$ cat src/rtl/seq_bit_serializer_pkg.sv
// Shared types and helpers for the sequence-detector serial front end.
// Holds the serializer FSM state type, the idle line level and even_parity().
package seq_pkg;

  typedef enum logic {
    IDLE  = 1'b0,
    SHIFT = 1'b1
  } ser_state_t;

  localparam logic IDLE_LEVEL_DEF = 1'b0;

  function automatic logic even_parity(
    input logic [63:0] w
  );
    return ^w;
  endfunction

endpackage

$ cat src/rtl/seq_bit_serializer_divider.sv
// Bit-period divider: counts 0..DIV-1 while enabled, else holds 0.
// Ports: clk, rst_n (async low), en_i; tick_o (last clock), first_o (first clock).
module seq_bit_divider #(
  parameter int DIV = 1
) (
  input  logic clk,
  input  logic rst_n,
  input  logic en_i,
  output logic tick_o,
  output logic first_o
);

  localparam int CW = (DIV > 1) ? $clog2(DIV) : 1;
  localparam logic [CW-1:0] MAX = CW'(DIV - 1);

  logic [CW-1:0] cnt_q, cnt_d;

  // With DIV==1 MAX is 0, so the counter never leaves 0.
  always_comb begin
    cnt_d = '0;
    if (en_i && cnt_q != MAX)
      cnt_d = cnt_q + CW'(1);
  end

  always_ff @(posedge clk or negedge rst_n) begin
    if (!rst_n) cnt_q <= '0;
    else        cnt_q <= cnt_d;
  end

  assign tick_o  = (cnt_q == MAX);
  assign first_o = (cnt_q == '0);

endmodule

$ cat src/rtl/seq_bit_serializer.sv
// Parallel-to-serial front end: WIDTH-bit words out MSB-first, DIV clks/bit.
// Ports: clk, reset (async low), in_data/in_valid/in_ready, ser_out,
// bit_strobe, busy, done. Macro SEQ_SER_PARITY_EN appends an even-parity bit.
module seq_bit_serializer
  import seq_pkg::*;
#(
  parameter int   WIDTH      = 8,
  parameter int   DIV        = 1,
  parameter logic IDLE_LEVEL = IDLE_LEVEL_DEF
) (
  input  logic             clk,
  input  logic             reset,
  input  logic [WIDTH-1:0] in_data,
  input  logic             in_valid,
  output logic             in_ready,
  output logic             ser_out,
  output logic             bit_strobe,
  output logic             busy,
  output logic             done
);

`ifdef SEQ_SER_PARITY_EN
  localparam int NBITS = WIDTH + 1;
`else
  localparam int NBITS = WIDTH;
`endif
  localparam int BW = $clog2(NBITS);
  localparam logic [BW-1:0] LAST_BIT = BW'(NBITS - 1);

  ser_state_t       state_q, state_d;
  logic [WIDTH-1:0] sh_q, sh_d;
  logic [BW-1:0]    bc_q, bc_d;
  logic             tick, first;
  logic             last, accept;

`ifdef SEQ_SER_PARITY_EN
  logic             par_q, par_d;
`endif

  seq_bit_divider #(
    .DIV (DIV)
  ) u_div (
    .clk     (clk),
    .rst_n   (reset),
    .en_i    (busy),
    .tick_o  (tick),
    .first_o (first)
  );

  assign busy       = (state_q == SHIFT);
  assign last       = busy && tick && (bc_q == LAST_BIT);
  assign in_ready   = !busy || last;
  assign accept     = in_valid && in_ready;
  assign done       = last;
  assign bit_strobe = busy && first;

`ifdef SEQ_SER_PARITY_EN
  // Once all data bits are out, the slot after bit[0] carries parity.
  assign ser_out = !busy ? IDLE_LEVEL :
                   (bc_q == BW'(WIDTH)) ? par_q : sh_q[WIDTH-1];
`else
  assign ser_out = busy ? sh_q[WIDTH-1] : IDLE_LEVEL;
`endif

  always_comb begin
    state_d = state_q;
    sh_d    = sh_q;
    bc_d    = bc_q;
`ifdef SEQ_SER_PARITY_EN
    par_d   = par_q;
`endif
    if (accept) begin
      // Covers both idle accept and zero-gap reload on the last tick.
      state_d = SHIFT;
      sh_d    = in_data;
      bc_d    = '0;
`ifdef SEQ_SER_PARITY_EN
      par_d   = even_parity(64'(in_data));
`endif
    end else if (busy && tick) begin
      if (last) begin
        state_d = IDLE;
        sh_d    = '0;
        bc_d    = '0;
      end else begin
        sh_d = {sh_q[WIDTH-2:0], 1'b0};
        bc_d = bc_q + BW'(1);
      end
    end
  end

  always_ff @(posedge clk or negedge reset) begin
    if (!reset) begin
      state_q <= IDLE;
      sh_q    <= '0;
      bc_q    <= '0;
    end else begin
      state_q <= state_d;
      sh_q    <= sh_d;
      bc_q    <= bc_d;
    end
  end

`ifdef SEQ_SER_PARITY_EN
  always_ff @(posedge clk or negedge reset) begin
    if (!reset) par_q <= 1'b0;
    else        par_q <= par_d;
  end
`endif

endmodule

$ cat config.mk
export PLATFORM = sky130hd
export DESIGN_NAME = seq_bit_serializer
export DESIGN_NICKNAME = d
export VERILOG_FILES = /design/src/rtl/seq_bit_serializer_pkg.sv /design/src/rtl/seq_bit_serializer_divider.sv /design/src/rtl/seq_bit_serializer.sv
export SDC_FILE = /design/constraint.sdc
export NUM_CORES = 1
export LEC_CHECK = 0
export CAP_MARGIN = 20
export CORE_MARGIN = 2
export CORE_UTILIZATION = 51
export CTS_CLUSTER_DIAMETER = 100
export DETAILED_ROUTE_END_ITERATION = 10
export HOLD_SLACK_MARGIN = 0.1
export PLACE_DENSITY_LB_ADDON = 0.08
export RECOVER_POWER = 50
export SLEW_MARGIN = 10
export SYNTH_ARGS = -nofsm -noshare
export SYNTH_HDL_FRONTEND = slang
export SYNTH_SLANG_ARGS = --single-unit
$ cat constraint.sdc
create_clock -name clk -period 2.4 [get_ports clk]
set_clock_uncertainty 0.15 [all_clocks]
set_input_delay 0.48 -clock clk [delete_from_list [all_inputs] [get_ports clk]]
set_output_delay 0.48 -clock clk [all_outputs]
set_load 0.005 [all_outputs]
# Word-level counts from Yosys, hierarchy flattened
# Cells that the tools add are included.
# op_classes
bitwise,1
mux,11
n_eq_ne,1
n_reduce_logical,9
addsub,2
# ops
operator,n
$mux 8,3
$mux 3,3
$mux 1,5
$logic_and 1x1->1,4
$reduce_bool 2->1,2
$add 3x1->3 const B,1
$eq 3x3->1 const B,1
$reduce_and 2->1,1
$add 1x1->1 const B,1
$logic_not 1->1,1
$logic_or 1x1->1,1
$not 1->1,1
# word_totals
wordCells,28
in_bits,11
register_bits,13

# Longest topological paths before layout
# Gate-level depths: netlist (run 1).
# depth
word_depth,7
depth_mapped,6
mapped_depth_nobuf,5

# Modules after synthesis
# From an unflattened synthesis (run 1), not the netlist that was laid out.
# unflattened
cells_unflattened,72
area_unflattened_um2,789.5
# by_module_without_submodules
mod,instances,cells_each,area_per_inst_um2
seq_bit_serializer,1,68,749.5
seq_bit_divider,1,4,40.0

# Worst setup path before layout (run 1)
# OpenSTA, ideal clock, no wires.
# synth_path
path_kind,register to output
start,register bc_q[0]
end,output port in_ready
path_stages_with_launch,5
slack_ns,0.727
t_arrival_ns,1.043
n_path_buf,0
t_required_ns,1.770
cell_sequence,dfrtp_1 -> ha_1 -> ha_1 -> inv_1 -> o21ai_1
# synth_via
elab_chain_cells,3
# synth_rtl
element,line,rtl
"start, declared",seq_bit_serializer.sv:32,"logic [BW-1:0] bc_q, bc_d;"
"start signal, assigned",seq_bit_serializer.sv:96,bc_q <= '0;
"start signal, assigned",seq_bit_serializer.sv:100,bc_q <= bc_d;
$eq 3x3->1,seq_bit_serializer.sv:51,assign last = busy && tick && (bc_q == LAST_BIT);
$logic_and 1x1->1,seq_bit_serializer.sv:51,
$logic_or 1x1->1,seq_bit_serializer.sv:52,assign in_ready = !busy || last;
"end, declared",seq_bit_serializer.sv:15,"output logic in_ready,"
# Every way passes these cells.

# Final worst setup path (run 1)
# layout_path
start,register bc_q[0]
end,output port done
# layout_via
elab_chain_cells,2
# layout_rtl
element,line,rtl
$eq 3x3->1,seq_bit_serializer.sv:51,
$logic_and 1x1->1,seq_bit_serializer.sv:51,
"end, declared",seq_bit_serializer.sv:19,output logic done
# Every way passes these cells.

==> results of run 1 <==
state kept, by name, summed over array words and instances, names as in the netlist:
name / cells
bc_q: 3
u_div.cnt_q: 1
sh_q: 8
busy: 1
where the power goes:
| group | internal, W | switching, W | total, W |
|---|---|---|---|
| combinational | 0.000177 | 0.000124 | 0.000301 |
| clock | 0.0000643 | 0.0000715 | 0.000136 |
| sequential | 0.000299 | 0.0000465 | 0.000345 |
| total | 0.000540 | 0.000242 | 0.000782 |
metal layers:
| layer | wire length (um) | track usage [%] | vias up |
|---|---|---|---|
| li1 | - | - | 273 |
| met1 | 633 | 25.7 | 252 |
| met2 | 718 | 33.2 | 11 |
| met3 | 53 | 4.79 | 2 |
| met4 | 5 | 7.26 | 0 |
| met5 | 0 | 0 | - |
per-stage QoR:
step	hold WS [ns]	power, W	std cells	cell area, um2
finish	0.382	0.000782	104	928
floorplan	0.0344	0.000530	67	713
CTS	0.389	0.000781	103	922
detailed placement	0.370	0.000645	99	896
global placement	0.354	0.000627	99	896
global route	0.403	0.000844	104	928
worst paths after layout:
check                              from  slack (ns)  cells past startpoint  endpoint
worst max-delay path            bc_q[0]        0.12                      5      done
worst min-delay path            bc_q[2]        0.38                      1   bc_q[2]
worst max register to register  bc_q[0]        0.55                      7   sh_q[2]
worst min register to register  bc_q[2]        0.38                      1   bc_q[2]
max in group asynchronous         reset        1.21                      1   sh_q[6]
min in group asynchronous         reset        0.50                      1      busy
layout by cell type, fill, tap and decap left out:
cell / n
dfrtp_1: 13
clkdlybuf4s50_1: 13
mux2i_1: 10
inv_1: 9
a21oi_1: 9
and4bb_2: 6
buf_4: 5
clkbuf_4: 3
inv_2: 2
nor2_1: 2
ha_1: 2
clkbuf_1: 2
nand2b_2: 1
o21ai_0: 1
and2_1: 1
nor4bb_1: 1
nor2b_1: 1
o21ai_1: 1
nand2_1: 1
nand2b_1: 1
and3_1: 1
a31o_1: 1
dlygate4sd3_1: 1
dlymetal6s2s_1: 1
conb_1: 1
logic make-up (layout without fill, tap and decap cells):
| family | after synthesis | after routing |
|---|---|---|
| buffers and inverters | 14 | 36 |
| DFF | 13 | 13 |
| AOI/OAI and AO/OA | 12 | 12 |
| adders and majority gates | 2 | 2 |
| muxes | 10 | 10 |
| and+or+nand+nor | 15 | 15 |
| other | 1 | 1 |
what timing repair did:
| item | 4_1_cts | 5_1_grt |
|---|---|---|
| setup endpoints to repair | 0 | 1 |
| gates resized for setup | 0 | 2 |
| endpoints found under the hold margin | 0 | 0 |
| setup buffers | 0 | 1 |
worst max-delay path, stage by stage (launching register included):
cell	delay, ns
dfrtp_1	0.39
ha_1	0.21
ha_1	0.19
inv_1	0.10
nor2_1	0.06
clkdlybuf4s50_1	0.43
final cells by class:
type                       instances  share of cell area, %
clock buffer                       4                   2.83
inverter                          11                   4.45
multi-input combinational         40                   34.8
sequential                        13                   35.0
tap                               15                   2.02
timing repair buffer              21                   20.9
==> reports/results.ini, run 1 <==
[status]
outcome = completed

[global_routing]
grt_pass1_wl_mm = 2.15
global_route_congestion_overflow_total = 0
grt_util_all_layers_pct = 20.2
grt_max_degree = 14
antenna_found_initial = 0
first_global_vias = 477

[pwr]
power_density_nw_per_um2 = 842
vdd.ir_drop.worst_mv = 0.477
total_leakage_power_nw = 0.511

[placement]
pre_cts_ws_ns = 0.341
io_buffer_count = 15
dpl.hpwl_um = 966
gpl.final_weighted_congestion = 0.707

[routing]
avgRoutedWirePerCell_um = 13.6
detail_route.wirelength_mm = 1.41
route.detailed.drc = 0
first_pass_iters = 4
vias = 538
detail_route.iter0.violations = 4
detail_route_antenna_nets = 0
route.detailed.vias_per_inst = 5.17

[timing]
final_report_hold_violation_count = 0
worst_slew_margin_rel_pct = 59.6
worst_pin_slew_ns = 0.605
layout_setup_ws_ns = 0.121
rsz0062_at_grt = false
finalSetupViolations = 0
final.setup.tns_ns = 0
layout_worst_path_cycle_share_pct = 95.0
max_freq_ghz = 0.439
final_report_max_slew_violation_count = 0
fin_crit_ns = 2.28

[cts]
tritoncts_num_sinks = 13
post_cts_hold_buffer_count = 0
cts_tree = built
htree_num_levels = 1
worst_setup_hold_path_clk_slew_ns = 0.08
numCtsBuffers = 3
clock_network_latency_to_the_later_pin_of_the_worst_skew_pair_ns = 0.27
ctsRootBufferMaster = clkbuf_4
clockBufferDepth = 2

[floorplanning]
dieHeight_um = 41.4
start_util_pct = 54.8
placement_rows = 13
floorplan.die_area_um2 = 1710
io_pins = 16
die-width_um = 41.4
placeableCoreArea_um2 = 1300

[logic_synthesis]
edff_count_synth = 0
proportion_of_synthesized_area_in_mux_cells_pct = 14.0
syn_area_per_cell_um2 = 10.6
synth_cell_types = 21
dominant_combinational_cell_family_by_area_after_synthesis = simple AND/OR/NAND/NOR gates
synthDominantCellAreaShare_pct = 45.6
post-synth-top-count-cell = dfrtp_1
yosys_warnings = 0
synth.net_count = 80
synth_cells = 67
synth_common_cells = 13 x dfrtp_1, 10 x mux2i_1, 9 x a21oi_1, 9 x inv_1, 6 x and4bb_2
syn-cell-area_um2 = 713
synth-xor-area-share_pct = 0
synthArstFlopShare_pct = 100
synth_fa_ha_area_share_pct = 3.51
ys_dominant_reg_cell = dfrtp_1
synth_compound_gate_area_share_pct = 8.95
post_synth_and_or_nand_nor_area_fraction_pct = 18.2
yosysSeqAreaShare_pct = 45.6
yosys_register_bits = 13
yosysTopAreaCell = dfrtp_1
synth_area_leaders = dfrtp_1 46%, mux2i_1 14%, and4bb_2 11%, a21oi_1 6.3%, inv_1 4.7%

[finish]
ff_latch_area_um2 = 325
area_delta_synth_final_pct = 30.2
n_antenna_cell = 0
drive_gt1_share_pct = 19.1
num-nets-final = 103
multi_input_area_um2 = 323
final_core_area_utilization_pct = 71.3
final.fill_count = 112

[critical_path]
worst-endpoint-arrival_ns = 1.65
timing.critical_path.fanout_max = 3
worst_path_class_setup = register to output pin
end_kind = output pin
timing.critical_path.required_ns = 1.77
setup.worst_path.start_class = register

[flow_run]
cap_viol_max_count = 0

[worst_hold_path]
holdCritPathClass = register to register

Note: power is estimated with default switching activity, not from simulation.
==> run 2, diff against run 1 <==
- CORE_UTILIZATION: 51 -> 54
- CTS_BUF_LIST: not set -> sky130_fd_sc_hd__clkbuf_2
==> reports/results.ini, run 2 (synthesis results as in run 1) <==
[status]
outcome = completed

[global_routing]
grt_pass1_wl_mm = 2.00
grt_util_all_layers_pct = 19.6
grt_max_degree = 14
antenna_found_initial = 0
global_route_congestion_overflow_total = 0
first_global_vias = 486

[finish]
final.fill_count = 98
layout_common_cells = 13 x dfrtp_1, 12 x clkdlybuf4s50_1, 10 x mux2i_1, 9 x inv_1, 9 x a21oi_1
largest-register = sh_q
drive_gt1_share_pct = 20.2
num-nets-final = 103
multi_input_area_um2 = 323
largestRegisters = sh_q (8), bc_q (3)
ff_latch_area_um2 = 325
area_delta_synth_final_pct = 29.6
commonest_non_fill_non_tap_cell_in_the_layout = dfrtp_1
n_antenna_cell = 0
post_layout_nonfiller_instances = 104
largest_register_ff_count = 8

[routing]
avgRoutedWirePerCell_um = 13.0
route.detailed.drc = 0
vias = 540
detail_route.iter0.violations = 8
route.detailed.vias_per_inst = 5.19
detail_route_antenna_nets = 0
detail_route.wirelength_mm = 1.35
first_pass_iters = 4

[cts]
clockBufferDepth = 2
tritoncts_num_sinks = 13
clock_network_latency_to_the_later_pin_of_the_worst_skew_pair_ns = 0.27
worst_setup_hold_path_clk_slew_ns = 0.13
htree_num_levels = 1
post-cts-setup-buffer-count = 0
cts_tree = built
numCtsBuffers = 3
ctsRootBufferMaster = clkbuf_2

[critical_path]
cpMaxStageDelayCell = clkdlybuf4s50_1
reg2reg_slack_ns = 0.55
end_kind = output pin
worst_path_class_setup = register to output pin
worst-r2r-cell-count = 7
timing.critical_path.fanout_max = 12
cp.buffers_inverters = 2
worstReg2RegEnd = sh_q[7]
cpLargestDelayFamily = buffers and inverters
timing.critical_path.required_ns = 1.77
cp_cell_sequence = nand2b_2 > inv_2 > clkdlybuf4s50_1
worst-endpoint-arrival_ns = 1.59
setup.worst_path.start_class = register
worst_r2r_startpoint = bc_q[0]
crit_path_max_incr_delay_ns = 0.50

[pwr]
power_density_nw_per_um2 = 812
vdd.ir_drop.worst_mv = 0.458
total_leakage_power_nw = 0.530

[timing]
worst_pin_slew_ns = 0.595
max_freq_ghz = 0.450
layout_setup_ws_ns = 0.180
final.setup.tns_ns = 0
final_report_hold_violation_count = 0
rsz0062_at_grt = false
final_report_max_slew_violation_count = 0
layout_worst_path_cycle_share_pct = 92.5
finalSetupViolations = 0
fin_crit_ns = 2.22
worst_slew_margin_rel_pct = 60.2

[floorplanning]
die-width_um = 40.3
start_util_pct = 56.2
floorplan.die_area_um2 = 1630
placeableCoreArea_um2 = 1270
io_pins = 16
placement_rows = 13
dieHeight_um = 40.3

[placement]
post-place-cells = 100
pre_cts_ws_ns = 0.293
io_buffer_count = 15
gpl.final_weighted_congestion = 0.698
dpl.hpwl_mm = 1.00

[worst_hold_path]
hold-path-cell-count = 2
hp-start = sh_q[0]
worstHoldEndpoint = sh_q[0]
holdCritPathClass = register to register

[flow_run]
cap_viol_max_count = 0

## run 2: changes by cell type in the layout (fill, tap and decap cells not counted)
cell	previous run	this run
clkbuf_4	3	0
clkbuf_2	0	4
clkdlybuf4s50_1	13	12
dlymetal6s2s_1	1	2
clkbuf_1	2	1
## run 2: power by group
group	internal (W)	leakage (nW)	total (W)	switching [W]
Combinational	0.000170	0.348	0.000295	0.000125
Clock	0.0000442	0.0166	0.000115	0.0000711
Sequential	0.000298	0.165	0.000340	0.0000420
## run 2: routing by layer
layer / GRT usage (%) / wire length (um) / vias to the layer above
met5: 0 / 0 / -
met4: 12.5 / 28 / 0
met3: 3.33 / 61 / 4
met2: 36.5 / 735 / 15
met1: 19.4 / 527 / 249
li1: - / - / 272
## run 2: metrics by stage
step,area (um2),power (W),utilization (%),hold WS (ns)
detailed placement,903,0.000651,71.2,0.376
global placement,903,0.000626,71.2,0.350
CTS,927,0.000769,73.1,0.395
finish,925,0.000751,72.9,0.387
floorplan,713,0.000530,-,0.0344
global route,925,0.000805,72.9,0.420
## run 2: tightest hold or removal path: cells and delay by family (launching register included)
kind / cells / cell delay [ns]
flops: 1 / 0.40
mux: 1 / 0.06
simple gates: 1 / 0.05
## run 2: layout make-up
| type | instances | area share [%] |
|---|---|---|
| well taps | 15 | 2.03 |
| repair buffers | 21 | 21.2 |
| multi-input cells | 40 | 34.9 |
| clock buffers | 4 | 2.17 |
| inverters | 11 | 4.47 |
| flip-flops and latches | 13 | 35.2 |
## run 2: worst max path at each step
stage                startpoint         end  slack (ns)  cells after the start
floorplan               bc_q[0]    in_ready        0.73                      4
global placement        bc_q[0]    in_ready        0.40                      5
detailed placement      bc_q[0]    in_ready        0.29                      5
CTS                     bc_q[0]    in_ready        0.01                      5
global route        u_div.cnt_q  bit_strobe         0.1                      3
finish              u_div.cnt_q  bit_strobe        0.18                      3
## run 2: repair_timing
| action | 4_1_cts | 5_1_grt |
|---|---|---|
| hold buffers | 0 | 0 |
| hold endpoints to repair | 0 | 0 |
| pin swaps | 0 | 0 |
| setup endpoints to repair | 1 | 2 |
| resized for setup | 1 | 2 |
==> run 3, diff against run 2 <==
- ABC_AREA: not set -> 1
==> reports/results.ini, run 3 <==
[status]
outcome = completed

[routing]
route.detailed.vias_per_inst = 5.06
vias = 668
route.detailed.drc = 0
detail_route.wirelength_mm = 1.70
avgRoutedWirePerCell_um = 12.8
detail_route_antenna_nets = 0
detail_route.iter0.violations = 8
first_pass_iters = 4

[pwr]
power_density_nw_per_um2 = 980
total_leakage_power_nw = 0.538
total_power_after_layout_w = 0.000947
vdd.ir_drop.worst_mv = 0.581

[finish]
commonest_non_fill_non_tap_cell_in_the_layout = nand2_1
layout_common_cells = 33 x nand2_1, 26 x nand3_1, 14 x clkdlybuf4s50_1, 13 x dfrtp_1, 10 x inv_1
area_delta_synth_final_pct = 36.2
n_antenna_cell = 0
num-nets-final = 131
drive_gt1_share_pct = 15.4
stdcell_area_um2 = 966
final_core_area_utilization_pct = 76.1
largestRegisters = sh_q (8), bc_q (3)
largest-register = sh_q
largest_register_ff_count = 8

[cts]
ctsRootBufferMaster = clkbuf_2
clockBufferDepth = 2
clock_network_latency_to_the_later_pin_of_the_worst_skew_pair_ns = 0.28
post_cts_hold_buffer_count = 0
htree_num_levels = 1
cts_tree = built
numCtsBuffers = 3
tritoncts_num_sinks = 13
worst_setup_hold_path_clk_slew_ns = 0.13

[flow_run]
cap_viol_max_count = 0

[global_routing]
grt_max_degree = 17
grt_pass1_wl_mm = 2.48
grt_util_all_layers_pct = 24.6
global_route_congestion_overflow_total = 0
first_global_vias = 557
antenna_found_initial = 0

[logic_synthesis]
synth_cells = 95
synth.net_count = 108
syn-cell-area_um2 = 709
yosys_register_bits = 13
post-synth-top-count-cell = nand2_1
ys_dominant_reg_cell = dfrtp_1
synthArstFlopShare_pct = 100
synthDominantCellAreaShare_pct = 45.9
yosysTopAreaCell = dfrtp_1
edff_count_synth = 0
synth_cell_types = 12
yosysSeqAreaShare_pct = 45.9
yosys_warnings = 0
synth_area_leaders = dfrtp_1 46%, nand3_1 18%, nand2_1 17%, inv_1 5.8%, ha_1 3.5%
synth_common_cells = 33 x nand2_1, 26 x nand3_1, 13 x dfrtp_1
syn_area_per_cell_um2 = 7.47

[timing]
fin_crit_ns = 2.32
worst_pin_slew_ns = 0.588
layout_worst_path_cycle_share_pct = 96.9
finalSetupViolations = 0
final_report_max_slew_violation_count = 0
max_freq_ghz = 0.430
final_report_hold_violation_count = 0
worst_slew_margin_rel_pct = 60.7

[critical_path]
setup.worst_path.start_class = register
timing.critical_path.fanout_max = 2
cp_cell_sequence = ha_2 > ha_4 > nand2_1 > nand2_1 > clkdlybuf4s50_1
worst_path_class_setup = register to output pin
cpMaxStageDelayCell = clkdlybuf4s50_1
path_common_cell = nand2_1
crit_path_max_incr_delay_ns = 0.52
timing.critical_path.required_ns = 1.77
worst-endpoint-arrival_ns = 1.69
end_kind = output pin

[floorplanning]
dieHeight_um = 40.2
die-width_um = 40.2
placeableCoreArea_um2 = 1270
io_pins = 16
floorplan.die_area_um2 = 1620
placement_rows = 13
start_util_pct = 55.9

[worst_hold_path]
holdCritPathClass = register to register

[placement]
io_buffer_count = 15
gpl.final_weighted_congestion = 0.755
dpl_cell_area_um2 = 893
dpl.hpwl_mm = 1.14

## run 3: changes by cell type after synthesis, moves of 2 or more
| cell | change |
|---|---|
| buf_2 | +3 |
| a21oi_1 | -9 |
| nor2_1 | -2 |
| o21ai_1 | -2 |
| mux2i_1 | -10 |
| inv_1 | +2 |
| nand3_1 | +26 |
| and4bb_2 | -6 |
| nand2_1 | +32 |
## run 3: layout make-up
| class | instances | area (um2) |
|---|---|---|
| inverters | 12 | 45.0 |
| repair buffers | 23 | 223 |
| multi-input cells | 65 | 334 |
| clock buffers | 3 | 15.0 |
| flip-flops and latches | 13 | 325 |
| clock inverters | 1 | 5.00 |
| well taps | 15 | 18.8 |
| fillers | 96 | 303 |
## run 3: layer usage
layer	wire, um	up-vias	GRT usage (%)
li1	-	342	-
met1	672	295	29.4
met4	58	0	7.50
met5	0	-	0
met3	91	6	6.67
met2	872	25	42.7
## run 3: where the power goes
group	internal, W	switching [W]	total [W]
clock	0.0000377	0.0000777	0.000115
sequential	0.000303	0.0000645	0.000367
combinational	0.000234	0.000230	0.000464
total	0.000575	0.000372	0.000947
## run 3: final timing paths
path / from / end / slack, ns / cells after the start
worst max-delay path: bc_q[1] / in_ready / 0.08 / 5
worst min-delay path: sh_q[1] / sh_q[1] / 0.38 / 2
worst max register to register: bc_q[0] / sh_q[4] / 0.46 / 10
worst min register to register: sh_q[1] / sh_q[1] / 0.38 / 2
max in group asynchronous: reset / bc_q[1] / 1.24 / 1
min in group asynchronous: reset / sh_q[7] / 0.47 / 1
## run 3: through the flow
stage / TNS (ns) / setup WS (ns) / instances / hold slack (ns)
6_report: 0 / 0.0753 / 132 / 0.382
5_1_grt: -0.00959 / -0.00959 / 132 / 0.399
4_1_cts: 0 / 0.00296 / 129 / 0.386
3_5_place_dp: 0 / 0.248 / 124 / 0.336
3_3_place_gp: 0 / 0.315 / 124 / 0.332
2_1_floorplan: 0 / 0.738 / 95 / 0.0344
## run 3: repair_timing
item,in CTS,in global routing
endpoints found under the setup margin,1,2
gates resized for setup,2,3
gates cloned,0,0
buffers inserted,1,3
endpoints found under the hold margin,0,0
pin swaps,0,1
## run 3: logic make-up after synthesis
kind of cell,after synthesis,share of synthesized area [%]
AO/OA/AOI/OAI,1,1.06
adder cells (fa/ha/maj),2,3.53
buffers and inverters,17,10.2
flip-flops,13,45.9
other,1,0.529
AND/OR/NAND/NOR,61,38.8
## run 3: worst max-delay path: cells and delay by family (launching register included)
family        cells  cell delay [ns]
simple gates      2             0.16
buf+inv           1             0.52
flops             1             0.38
fa+ha+maj         2             0.37
